===== src/rtl/dcache_line_master_pkg.sv =====
// Shared types for the L1 data-cache line master: command opcodes, FSM states
// and response error codes.
package dcache_line_master_pkg;

    typedef enum logic [1:0] {
        OP_REFILL    = 2'd0,
        OP_WB        = 2'd1,
        OP_WB_REFILL = 2'd2,
        OP_RSVD      = 2'd3
    } op_t;

    typedef enum logic [2:0] {
        ST_IDLE   = 3'd0,
        ST_W_REQ  = 3'd1,
        ST_W_WAIT = 3'd2,
        ST_R_REQ  = 3'd3,
        ST_R_WAIT = 3'd4,
        ST_RESP   = 3'd5
    } state_t;

    typedef enum logic [1:0] {
        RESP_OK      = 2'd0,
        RESP_BUS     = 2'd1,
        RESP_TIMEOUT = 2'd2,
        RESP_BADOP   = 2'd3
    } resp_err_t;

    localparam int LINE_BYTES  = 16;
    localparam int LINE_OFFSET = 4;

    // Number of byte-offset address bits inside one line of the given width.
    function automatic int line_offset_bits(input int line_width);
        return $clog2(line_width / 8);
    endfunction

endpackage


===== src/rtl/dcache_line_master_timer.sv =====
// Reply watchdog: counts wait cycles and flags the terminal count.
module mem_reply_timer #(
    parameter int TIMEOUT_CYCLES = 64
) (
    input  logic clk,
    input  logic rst,
    input  logic clr,
    input  logic en,
    output logic expired
);

    localparam int CW = (TIMEOUT_CYCLES > 1) ? $clog2(TIMEOUT_CYCLES) : 1;
    localparam logic [CW-1:0] TERMINAL = CW'(TIMEOUT_CYCLES - 1);

    logic [CW-1:0] count_r;

    // Wait-cycle counter; saturates at the terminal count.
    always_ff @(posedge clk) begin
        if (rst) begin
            count_r <= {CW{1'b0}};
        end else if (clr) begin
            count_r <= {CW{1'b0}};
        end else if (en && (count_r != TERMINAL)) begin
            count_r <= count_r + {{(CW-1){1'b0}}, 1'b1};
        end else begin
            count_r <= count_r;
        end
    end

    assign expired = en && (count_r == TERMINAL);

endmodule


===== src/rtl/dcache_line_master.sv =====
// Mem_ift line master: runs one refill / writeback / writeback-then-refill
// command at a time and returns a single response to the cache controller.
module dcache_line_master
    import dcache_line_master_pkg::*;
#(
    parameter int ADDR_WIDTH     = 32,
    parameter int LINE_WIDTH     = 128,
    parameter int TIMEOUT_CYCLES = 64
) (
    input  logic                  clk,
    input  logic                  rst,
    input  logic                  cmd_valid,
    output logic                  cmd_ready,
    input  logic [1:0]            cmd_op,
    input  logic [ADDR_WIDTH-1:0] cmd_addr,
    input  logic [ADDR_WIDTH-1:0] cmd_victim_addr,
    input  logic [LINE_WIDTH-1:0] cmd_wdata,
    output logic                  resp_valid,
    input  logic                  resp_ready,
    output logic [LINE_WIDTH-1:0] resp_rdata,
    output logic [1:0]            resp_err,
    output logic                  r_request_valid,
    input  logic                  r_request_ready,
    output logic [ADDR_WIDTH-1:0] raddr,
    input  logic                  r_reply_valid,
    input  logic [LINE_WIDTH-1:0] rdata,
    input  logic [1:0]            rresp,
    output logic                  w_request_valid,
    input  logic                  w_request_ready,
    output logic [ADDR_WIDTH-1:0] waddr,
    output logic [LINE_WIDTH-1:0] wdata,
    input  logic                  w_reply_valid,
    input  logic [1:0]            bresp
);

    localparam int OFF_BITS = line_offset_bits(LINE_WIDTH);
    localparam logic [ADDR_WIDTH-1:0] OFF_MASK =
        ~((ADDR_WIDTH'(1) << OFF_BITS) - ADDR_WIDTH'(1));

    state_t state_r;
    op_t    op_r;
    logic   timer_clr_s;
    logic   timer_en_s;
    logic   timer_expired_s;

    // Timer restarts on each request handshake, so it only spans the wait state.
    assign timer_clr_s = ((state_r == ST_W_REQ) && w_request_valid && w_request_ready) ||
                         ((state_r == ST_R_REQ) && r_request_valid && r_request_ready);
    assign timer_en_s  = (state_r == ST_W_WAIT) || (state_r == ST_R_WAIT);
    assign cmd_ready   = (state_r == ST_IDLE) && !rst;

    mem_reply_timer #(
        .TIMEOUT_CYCLES (TIMEOUT_CYCLES)
    ) u_timer (
        .clk     (clk),
        .rst     (rst),
        .clr     (timer_clr_s),
        .en      (timer_en_s),
        .expired (timer_expired_s)
    );

    // Command sequencer with registered bus and response outputs.
    always_ff @(posedge clk) begin
        if (rst) begin
            state_r         <= ST_IDLE;
            op_r            <= OP_REFILL;
            raddr           <= {ADDR_WIDTH{1'b0}};
            waddr           <= {ADDR_WIDTH{1'b0}};
            wdata           <= {LINE_WIDTH{1'b0}};
            r_request_valid <= 1'b0;
            w_request_valid <= 1'b0;
            resp_valid      <= 1'b0;
            resp_rdata      <= {LINE_WIDTH{1'b0}};
            resp_err        <= RESP_OK;
        end else begin
            case (state_r)
                ST_IDLE: begin
                    if (cmd_valid) begin
                        op_r       <= op_t'(cmd_op);
                        resp_rdata <= {LINE_WIDTH{1'b0}};
                        resp_err   <= RESP_OK;
                        case (op_t'(cmd_op))
                            OP_REFILL: begin
                                raddr           <= cmd_addr & OFF_MASK;
                                waddr           <= cmd_victim_addr & OFF_MASK;
                                wdata           <= cmd_wdata;
                                r_request_valid <= 1'b1;
                                state_r         <= ST_R_REQ;
                            end
                            OP_WB, OP_WB_REFILL: begin
                                raddr           <= cmd_addr & OFF_MASK;
                                waddr           <= cmd_victim_addr & OFF_MASK;
                                wdata           <= cmd_wdata;
                                w_request_valid <= 1'b1;
                                state_r         <= ST_W_REQ;
                            end
                            default: begin
                                resp_err   <= RESP_BADOP;
                                resp_valid <= 1'b1;
                                state_r    <= ST_RESP;
                            end
                        endcase
                    end
                end
                ST_W_REQ: begin
                    // Slave re-accepts a held request, so valid drops right after the handshake.
                    if (w_request_ready) begin
                        w_request_valid <= 1'b0;
                        state_r         <= ST_W_WAIT;
                    end
                end
                ST_W_WAIT: begin
                    if (w_reply_valid) begin
                        if (bresp != 2'b00) begin
                            resp_err   <= RESP_BUS;
                            resp_valid <= 1'b1;
                            state_r    <= ST_RESP;
                        end else if (op_r == OP_WB) begin
                            resp_err   <= RESP_OK;
                            resp_valid <= 1'b1;
                            state_r    <= ST_RESP;
                        end else begin
                            r_request_valid <= 1'b1;
                            state_r         <= ST_R_REQ;
                        end
                    end else if (timer_expired_s) begin
                        resp_err   <= RESP_TIMEOUT;
                        resp_rdata <= {LINE_WIDTH{1'b0}};
                        resp_valid <= 1'b1;
                        state_r    <= ST_RESP;
                    end
                end
                ST_R_REQ: begin
                    if (r_request_ready) begin
                        r_request_valid <= 1'b0;
                        state_r         <= ST_R_WAIT;
                    end
                end
                ST_R_WAIT: begin
                    // A reply on the terminal-count cycle beats the timeout.
                    if (r_reply_valid) begin
                        resp_rdata <= rdata;
                        resp_err   <= (rresp != 2'b00) ? RESP_BUS : RESP_OK;
                        resp_valid <= 1'b1;
                        state_r    <= ST_RESP;
                    end else if (timer_expired_s) begin
                        resp_err   <= RESP_TIMEOUT;
                        resp_rdata <= {LINE_WIDTH{1'b0}};
                        resp_valid <= 1'b1;
                        state_r    <= ST_RESP;
                    end
                end
                ST_RESP: begin
                    if (resp_ready) begin
                        resp_valid <= 1'b0;
                        state_r    <= ST_IDLE;
                    end
                end
                default: begin
                    r_request_valid <= 1'b0;
                    w_request_valid <= 1'b0;
                    resp_valid      <= 1'b0;
                    state_r         <= ST_IDLE;
                end
            endcase
        end
    end

endmodule


===== config.mk =====
export PLATFORM = sky130hd
export DESIGN_NAME = dcache_line_master
export DESIGN_NICKNAME = d
export VERILOG_FILES = /design/src/rtl/dcache_line_master_pkg.sv /design/src/rtl/dcache_line_master_timer.sv /design/src/rtl/dcache_line_master.sv
export SDC_FILE = /design/constraint.sdc
export NUM_CORES = 1
export LEC_CHECK = 0
export ABC_AREA = 0
export ABC_CLOCK_PERIOD_IN_PS = 2250
export BUFFER_PORTS_ARGS = -buffer_cell sky130_fd_sc_hd__clkbuf_2
export CAP_MARGIN = 25
export CORE_AREA = 5 5 256 258
export CTS_CLUSTER_SIZE = 8
export DETAILED_ROUTE_END_ITERATION = 16
export DIE_AREA = 0 0 261 263
export SYNTH_ARGS = -nofsm -noshare
export SYNTH_HDL_FRONTEND = slang
export SYNTH_HIERARCHICAL = 1
export SYNTH_SLANG_ARGS = --single-unit

===== constraint.sdc =====
create_clock -name clk -period 2.25 [get_ports clk]
set_input_delay 0.1125 -clock clk [delete_from_list [all_inputs] [get_ports clk]]
set_output_delay 0.1125 -clock clk [all_outputs]
set_load 0.02 [all_outputs]

==> After elaboration in Yosys (flattened, before gate mapping) <==
Index checks and enable logic that the tools add are counted.
{ "classes": {"bitwise": 3, "n_mux": 45, "n_addsub": 1, "n_reduce_logical": 29, "eq_ne": 22} }
{ "op_table": {"columns": ["cell", "n"], "rows": [
  ["$mux 128", 4],
  ["$pmux 128 s3", 1],
  ["$mux 3", 9],
  ["$mux 1", 18],
  ["$ne 2x2->1 const B", 9],
  ["$pmux 3 s6", 1],
  ["$mux 2", 7],
  ["$reduce_and 3->1", 3],
  ["$reduce_and 4->1", 2],
  ["$logic_and 1x1->1", 7],
  ["$reduce_and 7->1", 1],
  ["$add 6x1->6 const B", 1],
  ["$eq 3x2->1 const B", 2],
  ["$eq 3x3->1 const B", 2],
  ["$eq 6x6->1 const B", 1],
  ["$ne 6x6->1 const B", 1],
  ["$pmux 2 s3", 1],
  ["$pmux 3 s2", 1],
  ["$reduce_or 2->1", 3],
  ["$reduce_or 3->1", 2],
  ["$pmux 1 s5", 1],
  ["$reduce_and 5->1", 1],
  ["$eq 2x1->1 const B", 2],
  ["$ne 2x1->1 const B", 2],
  ["other kinds (14)", 18]
]} }
{ "totals": {"output_inout_bits": 326, "register_bits": 328, "wordCells": 111, "in_bits": 334} }

==> Longest topological paths before layout <==
Gate-level depths: netlist of run 1.
{ "logic_depth": {"depth_word": 6, "depth_mapped": 11, "ltp_nobuf": 8} }

==> Hierarchy <==
Netlist of run 1, hierarchy kept.
{ "modules_own_cells": {"columns": ["mod", "area_each_um2", "cells_per_inst", "n_inst", "seq_area_each_um2"], "rows": [
  ["dcache_line_master", 11258.3, 1216, 1, 6446.2],
  ["mem_reply_timer", 305.3, 33, 1, 120.1]
]} }

==> Worst setup path before layout of run 1 <==
OpenSTA, ideal clock, no wires.
{ "synth_path": {"kind": "reg-to-reg", "start": "reg state_r[2]", "end": "reg state_r[1]", "t_required_ps": 2180, "path_buffers": 2, "arrival_time_ps": 2409, "slack_ps": -229, "setup_time_ps": 70, "stages_incl_launch_ff": 11, "synth_period_minus_slack_ps": 2479, "path_cell_list": "dfxtp_1 > buf_2 > clkbuf_1 > xnor2_1 > nor2_1 > and3_1 > and3_1 > or4b_2 > a21oi_1 > o21ai_0 > a21oi_1"} }
{ "synth_between": {"elab_chain_len": 6, "word_cells_on_any_way": 17, "classes_between": "eq/ne: 9; mux: 4; reduce/logical: 4"} }
{ "synth_lines": {"columns": ["element", "line_no", "text"], "rows": [
  ["start, declared", "dcache_line_master.sv:40", "state_t state_r;"],
  ["start signal, assigned", "dcache_line_master.sv:65", "state_r <= ST_IDLE;"],
  ["start signal, assigned", "dcache_line_master.sv:88", "state_r <= ST_R_REQ;"],
  ["start signal, assigned", "dcache_line_master.sv:95", "state_r <= ST_W_REQ;"],
  ["$eq 3x2->1 / $eq 3x3->1 (equally long branches)", "dcache_line_master.sv:49", "assign timer_en_s = (state_r == ST_W_WAIT) || (state_r == ST_R_WAIT);"],
  ["$logic_or 1x1->1 (*)", "dcache_line_master.sv:49", null],
  ["net timer_en_s", "dcache_line_master.sv:43", "logic timer_en_s;"],
  ["$logic_and 1x1->1 (*)", "dcache_line_master_timer.sv:30", "assign expired = en && (count_r == TERMINAL);"],
  ["net timer_expired_s", "dcache_line_master.sv:44", "logic timer_expired_s;"],
  ["$mux 3 (*)", null, null],
  ["$mux 3, on equally long branches", null, null],
  ["$pmux 3 s6 (*)", "dcache_line_master.sv:76", "case (state_r)"]
]} }
Mark *: on every way through the listed nets, which the timed path passes. The rest lies on a longest branch.
A chain may end at the register's enable or synchronous reset.

==> Final worst setup path of run 1 <==
{ "layout_path": {"start": "reg state_r[2]", "end": "reg waddr[10]"} }
{ "layout_between": {"elab_chain_len": 2} }
{ "layout_lines": {"columns": ["element", "line_no", "text"], "rows": [
  ["$logic_not 3->1", "dcache_line_master.sv:76", null],
  ["$reduce_and 3->1 (no line)", null, null],
  ["end signal, assigned", "dcache_line_master.sv:68", "waddr <= {ADDR_WIDTH{1'b0}};"],
  ["end signal, assigned", "dcache_line_master.sv:85", "waddr <= cmd_victim_addr & OFF_MASK;"],
  ["end signal, assigned", "dcache_line_master.sv:92", "waddr <= cmd_victim_addr & OFF_MASK;"],
  ["end, declared", "dcache_line_master.sv:30", "output logic [ADDR_WIDTH-1:0] waddr,"]
]} }
No other way between the ends.

==> out/summary.txt, run 1 <==
Io pins = 660
Slew Viols, Final = 0
Worst r2r dst = waddr[10]
Clk sink count = 328
Synth top area cells = dfxtp_1 57%, nand2_1 12%, a22o_1 9.7%
Die footprint = 0.0686 sq mm
Count of different cell masters after synthesis = 61
Post-synthesis simple-gate area fraction = 0.156
Switching power = 6280 uW
Cell accounting for the most synthesized area = dfxtp_1
Yosys top cell area share = 0.568
Reg2Reg Depth = 6
WHS Path Cells = 4
Tightest Hold Check Type = primary input to flip-flop
EDFF count, synth = 0
Number of synthesized register bits = 328
Starting Density = 0.184
CP Max Fanout = 40
Minimum hold slack = 0.0453 ns
Vias in the first global route = 12800
Crit path DAT = 2.59 ns
Pwr per Cell Area = 924 mW/mm^2
Antenna-violating nets left = 0
Worst R2R Start = state_r[2]
Post-route cell area = 0.0201 sq mm
Adder-Cell Fraction of Synth Area = 0.00325
Setup Viol. Count Final = 0
Compound-cell area share of the yosys netlist = 0.206
WP buf/inv = 2
Final hold violation count = 0
Part of the power in the clock network = 0.325
Final wirelength = 47200 microns
Least-Margin Pin Slew = 0.729 ns
Via density = 4.08
Mux contribution to synthesized area = 0.00357
Die width = 261 microns
Layout fillers = 6353
CP Cell Sequence = buf_6 -> or4b_4 -> nor2_4 -> buf_4 -> nand2_1 -> a21oi_1
Clock tree buffer depth = 3
Core area = 0.0627 sq mm
Fin crit share = 0.944
Req. time, crit path = 2.72 ns
Area Overhead vs Synth = 73.9%
Wirelength per Cell = 15.5 microns
Post-Synthesis Cells = 1249
Vias = 12500
Setup CP Type = flip-flop to flip-flop
Post-DP HPWL = 31600 microns
Postcts setup bufs = 0
CP Capture Type = flip-flop
DRC = 0
Number of I/O port buffers = 643
Register area share after synthesis = 0.568
Leakage power = 0.00900 uW
DRT iter0 DRCs = 695
Max Fclk = 471 MHz
Reg clk slew, reported paths = 0.05 ns
CP peak stage delay = 0.59 ns
H-tree Lvls = 2
Crit path depth = 6
YS warnings = 6
Hold path startpoint = bresp[1]
Placed Area = 0.0157 sq mm
Delay-heaviest family, CP = simple AND/OR/NAND/NOR gates
Max cap viols = 0
Crit path time final = 2.12 ns
# nets final = 2541
Rows = 92
Largest family of logic cells by synthesized area = compound AO/OA/AOI/OAI gates
Remaining global-route overflow = 0
Largest net degree at the start of global routing = 122
Storage element area = 0.00657 sq mm
Main synth FF type = dfxtp_1
RSZ-0062 raised after global routing = no
Critical path startpoint category = flip-flop
Initial antenna violation count = 5
Max-slew headroom = 0.514
Sequential share of power = 0.375
WHS Endpoint = state_r[1]
CTS buffer count = 46
CP max-delay cell = or4b_4
DIE HEIGHT = 263 microns
Switch share = 0.338
Overall power = 18600 uW
First-pass DRT Iterations = 5
Xor-xnor portion of the synthesized cell area = 0.000757
CTS tree = built
Worst-skew pair later-pin latency = 0.55 ns
Tot GR Track Use = 0.127
Setup TNS = 0 ns
Synthesized area per cell = 9.26 sq um
Clock Skew = 0.00842 ns
Comb pwr share = 0.300
Fraction of layout cells with a size suffix above 1 = 0.342
Post-Syn Area = 0.0116 sq mm
Peak VDD IR = 0.000530 V
Int Power = 12300 uW
Status = complete, no violations
Multi-input logic area = 0.00434 sq mm
Reg2Reg Setup Slack = 0.13 ns
Ys async rst share = 0
Clock Tree Root = clkbuf_16
GPL Wtd Cong = 0.799
Global-route wire length before repair = 70800 microns
through the flow:
step / setup WS [ns] / instances / utilization
finish: 0.126 / 3054 / 0.321
global route: 0.00688 / 3053 / 0.320
CTS: 0.0873 / 3051 / 0.320
detailed placement: 0.0952 / 2681 / 0.250
global placement: 0.152 / 2681 / 0.250
floorplan: 0.00735 / 1256 / -
power groups by stage:
stage	clock network (uW)	logic, uW	registers (uW)
final	6040	5570	6970
after global routing	6470	6080	7050
after CTS	6230	5600	6960
after detailed placement	0	5130	7070
after global placement	0	5120	7050
after floorplan	0	2540	7870
synthesized netlist by cell type, drive strengths merged (4+ instances only):
cell type / count
or3: 4
nand3: 8
nand2: 376
or3b: 4
buf: 67
nor2: 12
dfxtp: 328
clkbuf: 41
a22o: 128
a21oi: 199
o21ai: 7
nor3b: 4
inv: 6
nor3: 4
metal layers:
layer  GRT usage  wire length, microns  vias to the layer above
met4      0.0494                  1710                        4
li1            -                     -                     6163
met1       0.140                 18000                     5676
met2       0.226                 23300                      516
met3      0.0390                  4190                       99
met5           0                    23                        -
cell type report:
type	instances	area share
Inverter	6	0.00112
Antenna cell	3	0.000373
Multi-Input combinational cell	814	0.216
Clock buffer	46	0.0572
Tap cell	846	0.0526
Clock inverter	3	0.00168
Timing Repair Buffer	1008	0.344
Sequential cell	328	0.327
timing repair:
item / CTS / global route
resized for setup: 0 / 1
endpoints found under the setup margin: 0 / 36
hold buffers: 321 / 0
hold endpoints to repair: 320 / 0
flip-flops by register name, summed over array words and instances (netlist names):
signal,count
raddr,28
state_r,3
waddr,28
resp_valid,1
op_r,2
u_timer/count_r,6
r_request_valid,1
resp_rdata,128
wdata,128
resp_err,2
w_request_valid,1
worst reg2reg max path, stage by stage, from the launching register on:
cell and delay, ns:
dfxtp_1 0.34, buf_6 0.18, or4b_4 0.59, nor2_4 0.14
buf_4 0.44, nand2_1 0.19, a21oi_1 0.16
how the worst max path moves through the flow:
stage	slack [ns]	end	from
6_report	0.13	waddr[10]	state_r[2]
5_1_grt	0.007	waddr[10]	state_r[2]
4_1_cts	0.09	resp_rdata[119]	state_r[2]
3_5_place_dp	0.1	resp_rdata[119]	state_r[2]
3_3_place_gp	0.15	resp_rdata[61]	state_r[2]
2_1_floorplan	0.007	state_r[1]	state_r[2]
layout by cell type (no fill, tap or decap), types with 3 or more instances in the layout:
cell / netlist / layout
dlygate4sd3_1: 0 / 321
o21bai_1: 3 / 3
diode_2: 0 / 3
buf_4: 39 / 31
buf_12: 0 / 12
mux2i_1: 3 / 3
nand3_1: 7 / 7
nand2_1: 376 / 376
nor3_1: 4 / 4
clkbuf_16: 0 / 46
a22o_1: 128 / 128
nand2b_1: 3 / 3
or3b_1: 3 / 3
nor2_1: 12 / 10
conb_1: 1 / 8
o211ai_1: 3 / 3
clkbuf_2: 0 / 642
dfxtp_1: 328 / 327
nor3b_1: 4 / 4
inv_1: 6 / 6
ha_1: 3 / 3
or3_1: 4 / 4
o21ai_0: 7 / 7
a21oi_1: 199 / 198
a311oi_1: 3 / 3
cell families after synthesis:
family	count (synthesis)
AOI/OAI and AO/OA	362
other	1
muxes	4
and+or+nand+nor	436
DFF	328
buffers and inverters	114
adders and majority gates	3
xor gates and xnor gates	1
Note: power is estimated with default switching activity, not from simulation.
==> inputs of run 2 (changes only) <==
ABC_CLOCK_PERIOD_IN_PS = 2100   (was 2250)
CELL_PAD_IN_SITES_DETAIL_PLACEMENT = 0   (was not set)
CELL_PAD_IN_SITES_GLOBAL_PLACEMENT = 1   (was not set)
CORE_AREA = 5 5 251 253   (was 5 5 256 258)
DIE_AREA = 0 0 256 258   (was 0 0 261 263)
PLACE_DENSITY_LB_ADDON = 0.1   (was not set)
clock period = 2.1 ns   (was 2.25 ns; I/O delays follow)
==> run 2 against run 1 <==
  * Critical path depth is the same
  * Clock skew grew 0.0069 ns
  * Count of clock-buffer cells in the layout increased by 3
==> out/summary.txt, run 2 (synthesis gave the netlist of run 1 again) <==
CTS tree = built
Die width = 256 microns (-1.9%)
Most common cell after layout, fill and taps aside = clkbuf_2
Utilization of the core after routing = 0.333 (+0.0124)
Clock tree buffer depth = 3 (unchanged)
CP max-delay cell = or4b_4
GPL Wtd Cong = 0.785 (-1.8%)
Setup CP Type = flip-flop to flip-flop
Pwr per Cell Area = 1010 mW/mm^2 (+9.6%)
WHS Endpoint = resp_err[0]
N_diodes = 0 (-3)
Antenna-violating nets left = 0 (unchanged)
Status = complete, no violations
Core area = 0.0608 sq mm (-3.1%)
Max-slew headroom = 0.616 (+0.102)
Most frequent cells in the layout = 642 x clkbuf_2, 376 x nand2_1, 327 x dfxtp_1, 322 x dlygate4sd3_1, 198 x a21oi_1
Overall power = 20500 uW (+10%)
Rows = 91 (-1.1%)
DIE HEIGHT = 258 microns (-1.9%)
Tightest Hold Check Type = primary input to flip-flop
Final wirelength = 53700 microns (+14%)
Max cap viols = 0 (unchanged)
Reg clk slew, reported paths = 0.05 ns (about the same)
Sequential share of power = 0.363 (-0.012)
Via density = 4.11 (+0.78%)
Req. time, crit path = 2.53 ns (-0.19 ns)
Multi-input logic area = 0.00436 sq mm (+0.37%)
Wirelength per Cell = 17.9 microns (+15%)
Reg2Reg Setup Slack = 0.09 ns (-0.03 ns)
Comb pwr share = 0.306 (+0.006)
Vias in the first global route = 13000 (+1.4%)
DRC = 0 (unchanged)
Remaining global-route overflow = 0 (unchanged)
RSZ-0062 raised after global routing = no
CP peak stage delay = 0.59 ns (about the same)
Global-route wire length before repair = 80500 microns (+14%)
Worst-skew pair later-pin latency = 0.58 ns (+0.03 ns)
Switch share = 0.345 (+0.00725)
Part of the power in the clock network = 0.331 (+0.006)
Fin crit share = 0.957 (+0.0126)
WHS Path Cells = 5 (+1)
Reg2Reg Depth = 6 (unchanged)
Switching power = 7080 uW (+13%)
Biggest regs = resp_rdata (128), wdata (128)
First-pass DRT Iterations = 4 (-1)
Post-DP HPWL = 40300 microns (+28%)
CP Capture Type = flip-flop
Starting Density = 0.190 (+0.00586)
Slew Viols, Final = 0 (unchanged)
CP Cell Sequence = buf_4 -> or4b_4 -> or2_4 -> buf_12 -> nand2_1 -> a21oi_1
Fraction of layout cells with a size suffix above 1 = 0.347 (+0.00415)
Layout fillers = 6505 (+2.4%)
Setup Viol. Count Final = 0 (unchanged)
Storage element area = 0.00657 sq mm (unchanged)
Worst R2R Start = state_r[2]
Placed Area = 0.0157 sq mm (+0.23%)
Clk sink count = 328 (unchanged)
Least-Margin Pin Slew = 0.576 ns (-0.153 ns)
Clock Skew = 0.0153 ns (+0.00685 ns)
Critical path startpoint category = flip-flop
Post-route cell area = 0.0202 sq mm (+0.68%)
Worst r2r dst = raddr[6]
Hold path startpoint = rresp[0]
Number of I/O port buffers = 643 (unchanged)
Final hold violation count = 0 (unchanged)
Vias = 12400 (-0.71%)
Die footprint = 0.0660 sq mm (-3.8%)
Crit path time final = 2.01 ns (-0.115 ns)
Max Fclk = 498 MHz (+5.7%)
Clock Tree Root = clkbuf_16
Io pins = 660 (unchanged)
H-tree Lvls = 2 (unchanged)
# nets final = 2551 (+0.39%)
Initial antenna violation count = 1 (-4)
Tot GR Track Use = 0.155 (+0.0280)
Int Power = 13400 uW (+9.1%)
DRT iter0 DRCs = 565 (-19%)
Largest net degree at the start of global routing = 97 (-20%)
Leakage power = 0.00911 uW (+1.2%)
Peak VDD IR = 0.000447 V (-16%)
CP Max Fanout = 38 (-5.0%)
Crit path DAT = 2.43 ns (-0.16 ns)
CTS buffer count = 47 (+2.2%)
Area Overhead vs Synth = 75.1%
-- run 2: repair_timing --
item                                    in CTS  in global routing
buffers inserted                             2                  0
hold buffers                               322                  0
gates resized for setup                      0                  3
endpoints found under the setup margin      82                  5
pin swaps                                    1                  0
hold endpoints to repair                   321                  0
-- run 2: how the worst max path moves through the flow --
stage                           from               to  slack (ns)  depth (start not counted)
after global placement    state_r[1]  resp_rdata[101]       0.005                          8
after global routing      state_r[2]         raddr[6]       0.009                          6
after floorplan           state_r[1]       state_r[1]        0.04                         10
after CTS                 state_r[2]         raddr[7]        0.07                          6
after detailed placement  state_r[1]   resp_rdata[93]       -0.03                          8
final                     state_r[2]         raddr[6]        0.09                          6
-- run 2: cell type report --
type                            count  area share
Tap cell                          790      0.0488
Clock inverter                      5     0.00309
Clock buffer                       49      0.0585
Timing Repair Buffer             1017       0.349
Sequential cell                   328       0.324
Multi-Input combinational cell    814       0.215
Inverter                            6     0.00111
-- run 2: per-layer routing --
layer	routed length, microns	global-route usage	vias to the layer above
met5	13	0	-
met4	1630	0.0504	2
met3	3750	0.0488	88
met2	27000	0.276	442
met1	21300	0.177	5664
li1	-	-	6174
-- run 2: power groups by stage --
stage / Sequential [uW] / Combinational [uW] / Clock, uW
6_report: 7450 / 6270 / 6790
5_1_grt: 7550 / 6840 / 7340
4_1_cts: 7450 / 6410 / 7110
3_5_place_dp: 7570 / 5820 / 0
3_3_place_gp: 7550 / 5810 / 0
2_1_floorplan: 8430 / 2740 / 0
-- run 2: metrics by stage --
step | TNS (ns) | setup slack [ns] | cells | hold WS (ns)
3_3_place_gp | 0 | 0.00481 | 2631 | 0.315
2_1_floorplan | 0 | 0.0430 | 1256 | 0.230
5_1_grt | 0 | 0.00943 | 3009 | 0.110
6_report | 0 | 0.0913 | 3009 | 0.0954
4_1_cts | 0 | 0.0742 | 3009 | 0.0476
3_5_place_dp | -0.885 | -0.0282 | 2631 | 0.320
-- run 2: worst max-delay path, delay by kind of cell, from the launching register on --
family / cells / cell delay [ns]
and+or+nand+nor: 3 / 1.06
buffers and inverters: 2 / 0.37
DFF: 1 / 0.33
AOI/OAI and AO/OA: 1 / 0.06
